## src/rtl/pe_os_stream.sv

```systemverilog
// Output-stationary systolic PE: forwards A east / B south and accumulates signed A*B over a K-length tile.
// Optional PE_ACC_SAT_EN: saturating accumulation with a sticky sat flag; otherwise accumulation wraps.
module pe_os_stream #(
   parameter  int DW    = 8,
   parameter  int AW    = 24,
   parameter  int K_MAX = 255,
   localparam int CW    = $clog2(K_MAX + 1)
) (
   input  logic          clk,
   input  logic          rst_n,
   input  logic [DW-1:0] a_in,
   input  logic          a_vld_in,
   input  logic [DW-1:0] b_in,
   input  logic          b_vld_in,
   output logic [DW-1:0] a_out,
   output logic          a_vld_out,
   output logic [DW-1:0] b_out,
   output logic          b_vld_out,
   input  logic [CW-1:0] k_len,
   input  logic          clr,
   output logic [AW-1:0] res_data,
   output logic          res_vld,
   input  logic          res_rdy,
   output logic          busy,
   output logic          ovr,
   output logic          sat,
   output logic [1:0]    state_dbg
);

   // Result port: res_vld/res_data are held until res_vld & res_rdy (handshake) in the same cycle.
   typedef enum logic [1:0] {IDLE = 2'd0, ACC = 2'd1, HOLD = 2'd2} state_t;

   state_t               state;
   logic signed [AW-1:0] acc;
   logic [CW-1:0]        cnt;
   logic [CW-1:0]        klat;

   logic                   pair;
   logic                   hs;
   logic                   start;
   logic [CW-1:0]          k_eff;
   logic signed [2*DW-1:0] prod;
   logic signed [AW-1:0]   prod_ext;
   logic signed [AW-1:0]   acc_add;
   logic                   sat_evt;

   assign pair     = a_vld_in & b_vld_in;
   assign hs       = res_vld & res_rdy;
   assign k_eff    = (k_len == '0) ? CW'(1) : k_len;
   assign prod     = $signed(a_in) * $signed(b_in);
   assign prod_ext = AW'(prod);
   // A new tile begins from IDLE, or from HOLD when the result drains in the same cycle.
   assign start    = pair & ((state == IDLE) | ((state == HOLD) & hs));

`ifdef PE_ACC_SAT_EN
   logic signed [AW:0] sum_w;
   logic               clamp_hold;

   always_comb begin
      sum_w   = {acc[AW-1], acc} + {prod_ext[AW-1], prod_ext};
      sat_evt = 1'b0;
      acc_add = sum_w[AW-1:0];
      if (clamp_hold) begin
         acc_add = acc;
      end else if (sum_w[AW] != sum_w[AW-1]) begin
         sat_evt = 1'b1;
         acc_add = sum_w[AW] ? {1'b1, {(AW-1){1'b0}}} : {1'b0, {(AW-1){1'b1}}};
      end
   end

   // Once clamped, the tile keeps the rail value until it ends.
   always_ff @(posedge clk or negedge rst_n) begin
      if (!rst_n)
         clamp_hold <= 1'b0;
      else if (clr | start | (state != ACC))
         clamp_hold <= 1'b0;
      else if (pair & sat_evt)
         clamp_hold <= 1'b1;
   end
`else
   assign acc_add = acc + prod_ext;
   assign sat_evt = 1'b0;
`endif

   always_ff @(posedge clk or negedge rst_n) begin
      if (!rst_n) begin
         a_out     <= '0;
         a_vld_out <= 1'b0;
         b_out     <= '0;
         b_vld_out <= 1'b0;
         state     <= IDLE;
         acc       <= '0;
         cnt       <= '0;
         klat      <= '0;
         res_vld   <= 1'b0;
         ovr       <= 1'b0;
         sat       <= 1'b0;
      end else begin
         a_out     <= a_in;
         a_vld_out <= a_vld_in;
         b_out     <= b_in;
         b_vld_out <= b_vld_in;
         if (clr) begin
            state   <= IDLE;
            acc     <= '0;
            cnt     <= '0;
            res_vld <= 1'b0;
            ovr     <= 1'b0;
            sat     <= 1'b0;
         end else if (start) begin
            acc  <= prod_ext;
            cnt  <= CW'(1);
            klat <= k_eff;
            if (k_eff == CW'(1)) begin
               state   <= HOLD;
               res_vld <= 1'b1;
            end else begin
               state   <= ACC;
               res_vld <= 1'b0;
            end
         end else begin
            case (state)
               ACC: if (pair) begin
                  acc <= acc_add;
                  cnt <= cnt + CW'(1);
                  if (sat_evt) sat <= 1'b1;
                  if (cnt + CW'(1) == klat) begin
                     state   <= HOLD;
                     res_vld <= 1'b1;
                  end
               end
               HOLD: if (hs) begin
                  state   <= IDLE;
                  acc     <= '0;
                  cnt     <= '0;
                  res_vld <= 1'b0;
               end else if (pair) begin
                  ovr <= 1'b1;
               end
               default: ;
            endcase
         end
      end
   end

   assign res_data  = res_vld ? acc : '0;
   assign busy      = (state != IDLE);
   assign state_dbg = state;

endmodule

```

## config.mk

```make
export PLATFORM = sky130hd
export DESIGN_NAME = pe_os_stream
export DESIGN_NICKNAME = d
export VERILOG_FILES = /design/src/rtl/pe_os_stream.sv
export SDC_FILE = /design/constraint.sdc
export NUM_CORES = 1
export LEC_CHECK = 0
export BUFFER_PORTS_ARGS = -buffer_cell sky130_fd_sc_hd__buf_2
export CORE_MARGIN = 5
export CORE_UTILIZATION = 50
export CTS_BUF_LIST = sky130_fd_sc_hd__clkbuf_8
export DETAILED_ROUTE_END_ITERATION = 7
export PLACE_DENSITY_LB_ADDON = 0.12
export SYNTH_ARGS = -nofsm -noshare
export SYNTH_HDL_FRONTEND = slang
export SYNTH_SLANG_ARGS = --single-unit
```

## constraint.sdc

```tcl
create_clock -name clk -period 3 [get_ports clk]
set_clock_uncertainty 0.2 [all_clocks]
set_input_delay 0 -clock clk [delete_from_list [all_inputs] [get_ports clk]]
set_output_delay 0 -clock clk [all_outputs]
set_load 0.005 [all_outputs]
```

==> run summary <==
The flow ran to the end, but the final reports show violations. For this run the aggregate overflow at the end of global routing stands at 0. Setup repair after global routing could not meet its margin everywhere. The tree is rooted in a clkbuf_8. The share of layout cells above drive strength 1 is 0.3816. The pin count of the biggest net entering global routing is 32. The run gives 0.5113 as the initial cell density of the core. Across the run, the number of max-cap violations was 0. For this run, the number of Yosys warnings is 0. By area the synthesized netlist is led by dfrtp_1 (24%), fa_1 (17%), ha_1 (11%). The worst setup path is captured at a flip-flop. The biggest area contributor in the post-synthesis netlist is dfrtp_1.

The slew at the pin closest to its max-slew limit was 859.7 ps. The final-report max-slew violation count was 0; the number of synthesized flops with an enable pin was 0. The most common library cell in the layout ignoring fill and taps is buf_4. Detailed-route vias per instance: 5.395.

The leading register cell type out of synthesis is dfrtp_1. The synthesized netlist occupies a cell area of 0.006479 mm2. The share of synthesized area occupied by flip-flops and latches is 0.2356, and the count of vias placed by the detailed router is 6075.

The run gives 0.2492 as the global-route usage over all layers. The critical path is of the in -> reg type. After detailed routing, the average wire length per cell comes to 16.16 um. The tools report the number of iterations in the first detailed-routing pass as 5. The area growth from synthesis to final layout came out at 44.23%.

The kind of launch point of the worst setup path was an input pin. During I/O placement, the number of pins put on the boundary was 78. The logs give 370 ps for the clock latency on the worst-skew pair and 0.001526 mm2 for the area of all sequential standard cells. After filler insertion, the fill cell instance count of the layout stands at 936.

The checks that failed: setup timing. Along the worst path, the maximum fanout reaches 5. The count of buffers inserted at the top-level ports was 76. The floorplan step set the die height to 123.8 um.

The residual antenna-violating net count after detailed routing is 0, and the detailed placer's ending HPWL is 13.21 mm. Endpoint of the worst-slack reg-to-reg timing path: acc[11]$_DFFE_PN0P_. In this run the worst hold path is classified as in -> async.

The standard cell core area was 0.01267 mm2. The post-layout worst setup margin was -2486 ps; the final number of setup-violating endpoints was 20. The post-route clock period utilization works out to 1.829.

The top cell types in the final layout, fill and taps aside, are buf_4 (117), inv_1 (84), buf_2 (63), dfrtp_1 (61), nand2_1 (60). The netlist uses 61 different library cells. Counting the buffers created by CTS gives 9. The H-tree was split into 3 levels. After clock tree synthesis, the clock-pin slew on the worst setup and hold paths is 80 ps. The floorplan step defined a die boundary enclosing 0.01533 mm2.

For the arrival time of the worst setup path, the log shows 5550 ps. The worst register-to-register path has a depth of 9. Post-synthesis async set-or-reset flop share: 1.000. The highest clock frequency the design can meet came out at 182.3 MHz. Worst reg2reg path startpoint: acc[1]$_DFFE_PN0P_. 0 antenna diodes ended up in the layout. The post-route core utilization was 0.7374. Initial detailed-routing violation count: 290.

The logs give 0 for the initial antenna violation count and 0.4269 for the tightest slew margin relative to the limit. The multi-input combinational cells in the finished layout cover a total of 0.005263 mm2. The via count of the first global-routing pass came out at 6486.

The cell count after synthesis came out at 726. The maximum root-to-sink buffer count came out at 2. The clock period minus final worst setup slack is 5486 ps, and the routability-driven placement congestion ratio is 0.9367. The final hold violation count was 0. Row generation in the floorplan step produced 41 rows. After detailed routing, the number of remaining DRC violations is 0.

TritonCTS built the clock tree. Top-area cell type share of the netlist area: 0.2356. The worst register-to-register path has a setup slack of 70 ps. Counting every net in the synthesized netlist gives 868. Wires add up to 18.20 mm.

The data required time of the critical path came out at 3060 ps. The net count of the finished layout came out at 1091. The flip-flop and latch count after synthesis is 61.

The clock net sink count is 61, and the average cell area after synthesis is 8.924 um2. The first global-routing pass estimated 30.25 mm of wire. Die width: 123.8 um.
==> sequential cells by signal, summed over array words and instances, names as in the netlist <==
| signal | cells |
|---|---|
| a_vld_out | 1 |
| ovr | 1 |
| a_out | 8 |
| klat | 8 |
| acc | 24 |
| state_dbg | 2 |
| b_vld_out | 1 |
| cnt | 8 |
| b_out | 8 |
==> through the flow <==
stage | setup slack (ps) | cell area, um2 | hold slack [ps] | cells | setup TNS (ps)
after floorplan | -2662 | 6820 | -495.6 | 726 | -33920
after global placement | -2982 | 8164 | -79.10 | 1067 | -44160
after detailed placement | -3066 | 8164 | -76.18 | 1067 | -45720
after CTS | -2423 | 9124 | 75.58 | 1120 | -34570
after global routing | -2672 | 9344 | 73.55 | 1126 | -38630
final | -2486 | 9344 | 75.30 | 1126 | -35430
==> synth_stat cells, types with 3 or more instances <==
cell type and n:
inv_1 98, and2_1 69, nand2_1 65, dfrtp_1 61, fa_1 56, ha_1 56
nor2_1 45, o21ai_0 33, xnor2_1 32, a21oi_1 27, nor3_1 14, clkbuf_1 11
xor2_1 11, a21o_1 10, nand3_1 10, nor2b_1 10, a22o_1 9, a221oi_1 7
a211oi_1 6, and3_1 6, or2_2 6, or3_1 6, o21bai_1 5, a211o_1 4
a31oi_1 4, nand2b_1 4, buf_4 3, clkbuf_8 3, nor3b_1 3, nor4_1 3
o211ai_1 3
==> kinds of logic (layout without fill, tap and decap cells) <==
family | count (synthesis) | after routing | share of synthesized area
mux | 4 | 4 | 0.006566
buf+inv | 118 | 346 | 0.07532
xor+xnor | 43 | 43 | 0.05813
flops | 61 | 61 | 0.2356
fa+ha+maj | 112 | 112 | 0.2812
simple gates | 247 | 247 | 0.1937
compound gates | 140 | 140 | 0.1489
other cells | 1 | 1 | 0.0005788
==> cell type report <==
type	instances	share of cell area
multi-input cells	547	0.5632
repair buffers	232	0.1875
flip-flops and latches	61	0.1634
inverters	98	0.03937
well taps	172	0.02303
clock buffers	12	0.01768
clock inverters	4	0.005892
==> worst max path at each step <==
stage / to / from / cells after the start
finish: acc[22]$_DFFE_PN0P_ / a_in[3] / 26
CTS: acc[22]$_DFFE_PN0P_ / a_in[3] / 26
global placement: acc[22]$_DFFE_PN0P_ / b_in[0] / 25
global route: acc[22]$_DFFE_PN0P_ / a_in[3] / 26
detailed placement: acc[22]$_DFFE_PN0P_ / a_in[7] / 24
floorplan: acc[22]$_DFFE_PN0P_ / b_in[4] / 24
==> critical path: stages <==
cell and delay, ps:
buf_8 110, and2_4 150, fa_1 520, inv_1 50
fa_1 490, inv_2 40, fa_1 530, inv_1 50
fa_1 490, inv_2 50, ha_4 290, o21ai_4 60
o21ai_2 160, a41oi_2 160, a21oi_2 210, xnor2_2 160
inv_2 110, ha_4 240, a21o_1 180, a21o_1 160
a21o_1 170, or3_1 300, a211o_1 250, and3_1 150
or3_1 300, a22o_1 180
==> metal layers <==
layer	vias up	GRT usage	routed length, um
met3	36	0.04178	704
met4	0	0.09204	378
met2	141	0.4258	9215
li1	2850	-	-
met5	-	0	0
met1	3048	0.3172	7903
==> what timing repair did <==
| action | CTS | global route |
|---|---|---|
| resized for setup | 90 | 37 |
| endpoints found under the hold margin | 65 | 0 |
| endpoints found under the setup margin | 20 | 21 |
| pin swaps | 55 | 30 |
| hold buffers | 29 | 0 |
| buffers inserted | 8 | 6 |
Power is left out: the tool's default activity adds up to more than one toggle a clock period on the data nets, which glitch-free logic cannot reach.
